--- config.mk ---
export PLATFORM = sky130hd
export DESIGN_NAME = fa_chunk_serial
export DESIGN_NICKNAME = d
export VERILOG_FILES = /design/src/rtl/fa_chunk_serial.sv
export SDC_FILE = /design/constraint.sdc
export NUM_CORES = 1
export LEC_CHECK = 0
export ABC_AREA = 1
export CAP_MARGIN = 10
export CORE_MARGIN = 2
export CORE_UTILIZATION = 47
export DETAILED_ROUTE_END_ITERATION = 8
export PLACE_DENSITY = 0.75
export SLEW_MARGIN = 10
export SYNTH_ARGS = -nofsm -noshare
export SYNTH_HDL_FRONTEND = slang
export SYNTH_SLANG_ARGS = --single-unit
--- constraint.sdc ---
create_clock -name clk -period 2.1 [get_ports clk]
set_clock_uncertainty 0.05 [all_clocks]
set_input_delay 0.21 -clock clk [delete_from_list [all_inputs] [get_ports clk]]
set_output_delay 0.21 -clock clk [all_outputs]
set_load 0.02 [all_outputs]
--- src/rtl/fa_chunk_serial.sv ---
`default_nettype none
// ============================================================================
//  Module   : fa_chunk_serial
//  Purpose  : Multi-cycle adder. It adds WIDTH-bit operands CHUNK bits per
//             clock and ripples the carry between chunks through a carry
//             register. A start/done handshake brackets each operation.
//  Option   : FA_CHUNK_SUB_EN adds a `sub` input. When sub=1 the block
//             computes a + ~b + 1, ignores cin, and drives cout as not-borrow.
//  Revision : 1.0  initial release
// ============================================================================
module fa_chunk_serial #(
  parameter int WIDTH = 16,
  parameter int CHUNK = 4
) (
  input  logic             clk,
  input  logic             rst_n,
  input  logic             start,
  input  logic [WIDTH-1:0] a,
  input  logic [WIDTH-1:0] b,
  input  logic             cin,
`ifdef FA_CHUNK_SUB_EN
  input  logic             sub,
`endif
  output logic             busy,
  output logic             done,
  output logic [WIDTH-1:0] s,
  output logic             cout
);

  localparam int NCH = WIDTH / CHUNK;
  localparam int IW  = (NCH > 1) ? $clog2(NCH) : 1;

  localparam logic [IW-1:0] c_LAST = IW'(NCH - 1);

  localparam logic [1:0] c_IDLE = 2'd0;
  localparam logic [1:0] c_RUN  = 2'd1;
  localparam logic [1:0] c_DONE = 2'd2;

  // Reject configurations in which the operand does not split into whole chunks.
  if ((WIDTH < 1) || (CHUNK < 1) || ((WIDTH % CHUNK) != 0)) begin : g_bad_cfg
    $error("fa_chunk_serial: WIDTH must be >= 1 and a multiple of CHUNK");
  end

  // Per-bit full-adder primitives.
  function automatic logic sum(input logic x, input logic y, input logic c);
    return x ^ y ^ c;
  endfunction

  function automatic logic carry(input logic x, input logic y, input logic c);
    return (x & y) | (x & c) | (y & c);
  endfunction

  logic [1:0]       r_state;
  logic [IW-1:0]    r_idx;
  logic [WIDTH-1:0] r_a;      // shifts right one chunk per RUN cycle
  logic [WIDTH-1:0] r_b;
  logic             r_carry;
  logic [WIDTH-1:0] r_acc;    // completed chunks enter from the top
  logic [WIDTH-1:0] r_s;
  logic             r_cout;

  logic [WIDTH-1:0] w_b_in;
  logic             w_cin_in;
  logic [CHUNK-1:0] w_sum;
  logic             w_cy;
  logic [WIDTH-1:0] w_acc_next;

  // Subtraction is folded into the captured operands: invert b, force the carry-in.
`ifdef FA_CHUNK_SUB_EN
  assign w_b_in   = sub ? ~b : b;
  assign w_cin_in = sub ? 1'b1 : cin;
`else
  assign w_b_in   = b;
  assign w_cin_in = cin;
`endif

  // Ripple-add the low chunk of the shifting operand registers.
  always_comb begin
    w_sum = '0;
    w_cy  = r_carry;
    for (int i = 0; i < CHUNK; i++) begin
      w_sum[i] = sum(r_a[i], r_b[i], w_cy);
      w_cy     = carry(r_a[i], r_b[i], w_cy);
    end
  end

  // After NCH shifts, the first chunk computed sits in the least significant position.
  if (NCH == 1) begin : g_single
    assign w_acc_next = w_sum;
  end else begin : g_multi
    assign w_acc_next = {w_sum, r_acc[WIDTH-1:CHUNK]};
  end

  // Sequencer: capture the operands, run NCH chunk steps, then publish the result for one cycle.
  always_ff @(posedge clk or negedge rst_n) begin
    if (!rst_n) begin
      r_state <= c_IDLE;
      r_idx   <= '0;
      r_a     <= '0;
      r_b     <= '0;
      r_carry <= 1'b0;
      r_acc   <= '0;
      r_s     <= '0;
      r_cout  <= 1'b0;
    end else begin
      case (r_state)
        c_IDLE, c_DONE: begin
          if (start) begin
            r_a     <= a;
            r_b     <= w_b_in;
            r_carry <= w_cin_in;
            r_idx   <= '0;
            r_state <= c_RUN;
          end else begin
            r_state <= c_IDLE;
          end
        end
        c_RUN: begin
          r_a     <= r_a >> CHUNK;
          r_b     <= r_b >> CHUNK;
          r_carry <= w_cy;
          r_acc   <= w_acc_next;
          if (r_idx == c_LAST) begin
            r_s     <= w_acc_next;
            r_cout  <= w_cy;
            r_state <= c_DONE;
          end else begin
            r_idx <= r_idx + 1'b1;
          end
        end
        default: r_state <= c_IDLE;
      endcase
    end
  end

  assign busy = (r_state == c_RUN);
  assign done = (r_state == c_DONE);
  assign s    = r_s;
  assign cout = r_cout;

endmodule
`default_nettype wire

==> key figures, run 1 <==
Synth
  – Synth area leaders: dfrtp_1 53%, nand2_1 15%, inv_1 8.6%
  – Top FF cell, synth: dfrtp_1
  – Seq/Total Area, Yosys: 53.0%
  – Mapped Avg Cell Area: 8.20 sq um
  – Post-Synth XOR/XNOR Area: 0%
  – Syn. warnings: 0
  – Synthesized cell area: 3120 sq um
  – Main combinational cell family by area after synthesis: simple AND/OR/NAND/NOR gates
  – Post-synth EDFFs: 0
  – Commonest cells post-synth: 126 x nand2_1, 71 x inv_1, 66 x dfrtp_1, 51 x nand3_1, 31 x o21ai_1
  – Simple-Gate Fraction of Synth Area: 25.4%
  – Post-Syn Nets: 421
  – Post-synthesis sequential element count: 66
  – Synth Area in Compound Gates: 5.30%
  – Synth async-reset ratio: 100%
  – Largest area contributor in the netlist: dfrtp_1
  – Post-synthesis cell type count: 18
  – Top-count cell post-synth: nand2_1
  – Yosys top cell area share: 53.0%
  – Cell count after synthesis: 380
  – Mux cell area share after synthesis: 0%
  – Adder-cell share of the synthesized area: 2.97%

Floorplan
  – Initial Util: 48.8%
  – Row Count: 29
  – Io pins: 55
  – DIE HEIGHT: 85.4 microns
  – Core Footprint: 6390 sq um
  – Die area: 7300 sq um
  – Die W: 85.4 microns

STA
  – # setup viols final: 1
  – Crit share post-route: 101%
  – Worst-Margin Slew: 0.576 ns
  – Final Worst Setup Slack: -0.0138 ns
  – Final min period: 2.11 ns
  – Fmax: 0.473 GHz
  – Relative slew slack: 61.5%
  – RSZ-0062 raised after global routing: true
  – Final-report hold violation count: 0
  – Slew Limit Fails: 0

Worst setup path
  – CP startpoint kind: register
  – CP Capture Type: register
  – CP required: 2.31 ns
  – Reg2Reg Setup Slack: -0.01 ns
  – Worst Path Max Fanout: 2
  – FF-to-FF Start: r_carry
  – Kind of critical path: register to register
  – CP Data Arrival Time: 2.32 ns
  – Reg2reg path depth: 8
  – RR Endpoint: r_acc[15]

Placed design
  – RePlAce Congestion: 0.758
  – Post-DP Area: 3660 sq um
  – Place WS: -0.0825 ns
  – Placed cells: 498
  – Detail Placement HPWL: 4.24 mm
  – Port buffer count: 54

Route
  – Remaining DRCs: 0
  – DRT Wirelength: 6.36 mm
  – Total number of vias: 2,459
  – First-pass DRT Iterations: 4
  – DR iter-0 viols: 112
  – Vias per cell: 4.77
  – Antenna-violating nets left: 0
  – WL/cell: 12.3 microns

Power
  – Sw frac: 42.1%
  – Gate power share: 47.0%
  – Pwr dens: 1590 nW/um^2
  – Lkg Pwr: 2.05 nW
  – Clock power frac: 16.6%
  – Peak VDD IR: 0.910 mV
  – Share of power burned in registers: 36.4%
  – Switch Pwr: 0.00259 W
  – Cell-internal power: 0.00356 W

GRT
  – M1 GR Usage: 26.1%
  – Initial antenna violation count: 0
  – Global routing met3 resource utilization: 2.92%
  – Most crowded layer after global routing: met2
  – All-Layer GR Usage: 19.1%
  – First-pass GRT wire length: 11.1 mm
  – Largest net degree at the start of global routing: 45
  – Grt ovf: 0
  – Grt met2 use: 31.1%
  – Number of global-route vias before repair: 2,473

Worst hold path
  – Worst min path class: input port to async pin

Clock network
  – CTS Buf Count: 9
  – Clock tree buffer depth: 2
  – H-tree Lvls: 3
  – Postcts setup bufs: 0
  – Clk sinks: 66
  – Root Buffer: clkbuf_8
  – CTS tree: built
  – Worst-path clk slew: 0.07 ns
  – Clock latency at the later pin of the worst-skew pair: 0.33 ns

Final layout
  – Layout Cells excl Fill: 515
  – Final instance area: 3870 sq um
  – Antenna Diode Count: 0
  – Final core occ: 60.6%
  – Syn-to-layout area delta: 24.2%
  – Layout cells sized above 1: 8.22%
  – Fin nets: 474

Run status
  – Failing checks: setup timing
  – Status: finished with violations

Flow run
  – Max-cap viol count: 0
-- layout by cell type, fill, tap and decap left out, types with 2 or more instances in the layout --
cell type / n
o21ai_0: 2
inv_2: 3
o21ai_1: 30
nand3_1: 51
nand2_1: 126
inv_1: 69
nand2_4: 3
fa_2: 3
clkbuf_8: 9
dfrtp_1: 65
clkdlybuf4s50_1: 53
buf_4: 4
clkinv_2: 4
inv_4: 2
-- how the worst max path moves through the flow --
| stage | from | endpoint | slack [ns] |
|---|---|---|---|
| after global routing | r_carry | s[15] | -0.1 |
| after CTS | r_carry | s[15] | 0.009 |
| after floorplan | r_a[0] | r_acc[15] | 0.02 |
| after global placement | r_a[0] | s[15] | -0.04 |
| final | r_carry | r_acc[15] | -0.01 |
| after detailed placement | r_b[0] | s[15] | -0.08 |
-- metal layers --
layer,wire length [microns],vias up
met5,0,-
met4,52,0
met3,226,6
met2,2970,56
met1,3110,1145
li1,-,1252
-- worst max-delay path, cell delays in order, from the launching register on --
cell     delay [ns]
dfrtp_1        0.39
inv_1          0.07
fa_1           0.17
inv_2          0.04
fa_2           0.33
fa_2           0.34
inv_2          0.06
fa_2           0.45
o21ai_1        0.14
-- flip-flops by register name, summed over array words and instances, names as in the netlist --
signal	count
r_state	2
r_b	16
cout	1
r_a	16
r_idx	2
r_carry	1
r_acc	12
s	16
-- power groups by stage --
stage          combinational, W  sequential (W)  clock, W
6_report                0.00289         0.00224   0.00102
5_1_grt                 0.00335         0.00232   0.00110
4_1_cts                 0.00289         0.00224   0.00104
3_5_place_dp            0.00286         0.00225         0
3_3_place_gp            0.00278         0.00222         0
2_1_floorplan           0.00204         0.00232         0
-- cells by family (layout without fill, tap and decap cells) --
group,count (synthesis),after routing
simple gates,184,184
buf+inv,92,150
flops,66,66
compound gates,33,33
fa+ha+maj,5,5
-- layout make-up --
type                            count  area, sq um
Fill cell                         597         2510
Sequential cell                    66         1650
Multi-Input combinational cell    222         1060
Timing Repair Buffer               60          596
Inverter                           74          283
Clock buffer                       10          128
Tap cell                           77         96.3
Clock inverter                      6         57.6
-- through the flow --
step	power [W]	TNS [ns]	hold slack (ns)
finish	0.00615	-0.0138	0.348
global route	0.00677	-0.243	0.387
CTS	0.00617	0	0.357
detailed placement	0.00511	-0.137	0.180
global placement	0.00500	-0.0657	0.175
floorplan	0.00436	0	-0.136
-- repair_timing --
| action | CTS | global route |
|---|---|---|
| resized for setup | 3 | 4 |
| pin swaps | 3 | 0 |
| hold endpoints to repair | 22 | 0 |
| hold buffers | 1 | 0 |
| endpoints found under the setup margin | 2 | 4 |
Power figures use the tool's default switching activity.
==> run 2, diff against run 1 <==
- CORE_MARGIN: 2 -> not set
==> run 2 against run 1 <==
Critical endpoint unchanged. Non-clock buffer count is 4 higher. Clock-buffer cell count is 2 higher. Register-to-register slack hardly changed. Largest power group unchanged. Via count is 2.6% higher. Setup slack worse by 0.0095 ns. The run still ends with setup timing left. Combinational power is 1% higher. First-iteration DRC count is 52% higher.
==> key figures, run 2 (synthesized netlist as in run 1, its figures left out) <==
Run status
  – Status: finished with violations
  – Failing checks: setup timing

Route
  – Antenna-violating nets left: 0
  – DRT Wirelength: 6.33 mm
  – Total number of vias: 2,524
  – WL/cell: 12.2 microns
  – DR iter-0 viols: 170
  – First-pass DRT Iterations: 4
  – Remaining DRCs: 0
  – Vias per cell: 4.87

STA
  – Crit share post-route: 101%
  – RSZ-0062 raised after global routing: true
  – # setup viols final: 2
  – Worst-Margin Slew: 0.518 ns
  – Final min period: 2.12 ns
  – Final-report hold violation count: 0
  – Worst hold margin: 0.349 ns
  – Relative slew slack: 65.5%
  – Final Worst Setup Slack: -0.0234 ns
  – Fmax: 0.471 GHz
  – Slew Limit Fails: 0

Final layout
  – Commonest non-fill, non-tap cell in the layout: nand2_1
  – Fin nets: 478
  – Syn-to-layout area delta: 24.2%
  – Final instance area: 3870 sq um
  – Fill cells: 586
  – Layout cells sized above 1: 9.07%
  – Most frequent cells in the layout: 126 x nand2_1, 67 x inv_1, 65 x dfrtp_1, 53 x clkdlybuf4s50_1, 51 x nand3_1
  – Antenna Diode Count: 0

GRT
  – Most crowded layer after global routing: met2
  – Grt ovf: 0
  – Initial antenna violation count: 0
  – Number of global-route vias before repair: 2,462
  – Grt met2 use: 33.6%
  – Largest net degree at the start of global routing: 36
  – M1 GR Usage: 27.5%
  – All-Layer GR Usage: 20.4%
  – First-pass GRT wire length: 11.2 mm
  – Global routing met3 resource utilization: 3.08%

Placed design
  – Detail Placement HPWL: 4.34 mm
  – Post-DP Area: 3670 sq um
  – Port buffer count: 54
  – RePlAce Congestion: 0.774

Worst setup path
  – Cells along the critical path: inv_2, fa_2, inv_2, fa_2, fa_2, inv_2, fa_1, o21ai_1
  – CP Data Arrival Time: 2.33 ns
  – Reg2reg path depth: 8
  – Critical path depth in cells: 8
  – CP Capture Type: register
  – CP max stage delay: 0.43 ns
  – CP required: 2.30 ns
  – Critical Path Slowest Stage Cell: fa_1
  – CP Buf/Inv Count: 3
  – Kind of critical path: register to register
  – Reg2Reg Setup Slack: -0.02 ns
  – Worst path top cell family by delay: adder cells
  – CP startpoint kind: register
  – Worst Path Max Fanout: 2

Power
  – Total power: 0.00611 W
  – Peak VDD IR: 0.832 mV
  – Lkg Pwr: 2.06 nW
  – Pwr dens: 1580 nW/um^2

Floorplan
  – Core Footprint: 6390 sq um
  – Row Count: 29
  – Die W: 83.4 microns
  – Io pins: 55
  – DIE HEIGHT: 83.4 microns
  – Die area: 6960 sq um
  – Initial Util: 48.8%

Clock network
  – Worst-path clk slew: 0.07 ns
  – Clk sinks: 66
  – H-tree Lvls: 3
  – CTS Buf Count: 9
  – Clock tree buffer depth: 2
  – Clock latency at the later pin of the worst-skew pair: 0.33 ns
  – CTS tree: built
  – Root Buffer: clkbuf_8

Worst hold path
  – Worst min path class: input port to async pin

Flow run
  – Max-cap viol count: 0
run 2: cell count changes in the layout (fill, tap and decap cells not counted), sizes merged:
cell / change
clkinvlp: -1
clkbuf: +2
bufinv: -1
buf: +4
clkinv: -1
run 2: final timing paths:
check / from / endpoint
setup reg to reg: r_a[0] / r_acc[15]
setup / recovery: r_a[0] / r_acc[15]
max in group asynchronous: rst_n / r_a[0]
min in group clk: b[14] / r_b[14]
hold reg to reg: r_acc[7] / s[3]
hold / removal: rst_n / s[2]
run 2: layout make-up:
cell class	instances	area, sq um	area share (%)
Clock inverter	3	15.0	0.388
Sequential cell	66	1650	42.7
Multi-Input combinational cell	222	1060	27.3
Inverter	74	283	7.30
Tap cell	77	96.3	2.49
Timing Repair Buffer	64	613	15.8
Clock buffer	12	155	4.01
run 2: layer usage:
metal / up-vias / wire length [microns] / part of all wire [%]
met1: 1189 / 2920 / 46
met4: 0 / 92 / 1.5
met5: - / 0 / 0
met2: 62 / 3080 / 49
li1: 1262 / - / -
met3: 11 / 237 / 3.7
run 2: what timing repair did:
| action | in CTS | in global routing |
|---|---|---|
| pin swaps | 3 | 0 |
| hold endpoints to repair | 21 | 0 |
| cloned | 0 | 0 |
| hold buffers | 1 | 0 |
| buffers inserted | 1 | 0 |
| endpoints found under the setup margin | 3 | 3 |
| resized for setup | 6 | 2 |
run 2: metrics by stage:
| stage | instances | setup slack [ns] | utilization [%] | setup TNS (ns) |
|---|---|---|---|---|
| floorplan | 380 | 0.0210 | - | 0 |
| global placement | 501 | -0.0273 | 57.5 | -0.0527 |
| detailed placement | 501 | -0.141 | 57.5 | -0.266 |
| CTS | 518 | -0.0106 | 60.6 | -0.0192 |
| global route | 518 | -0.0897 | 60.6 | -0.217 |
| finish | 518 | -0.0234 | 60.6 | -0.0433 |
run 2: where the power goes:
group,switching [W],internal [W]
clock,0.000442,0.000481
combinational,0.00176,0.00117
sequential,0.000367,0.00188
total,0.00257,0.00353
run 2: worst reg2reg max path: stages (launching register included):
cell and delay, ns:
dfrtp_1 0.39, inv_2 0.07, fa_2 0.19, inv_2 0.04
fa_2 0.34, fa_2 0.34, inv_2 0.06, fa_1 0.43
o21ai_1 0.14
==> run 3, diff against run 2 <==
- CAP_MARGIN: 10 -> 5
==> results of run 3 <==
Same layout as run 2: the final DEF is identical, and so are final timing and power.
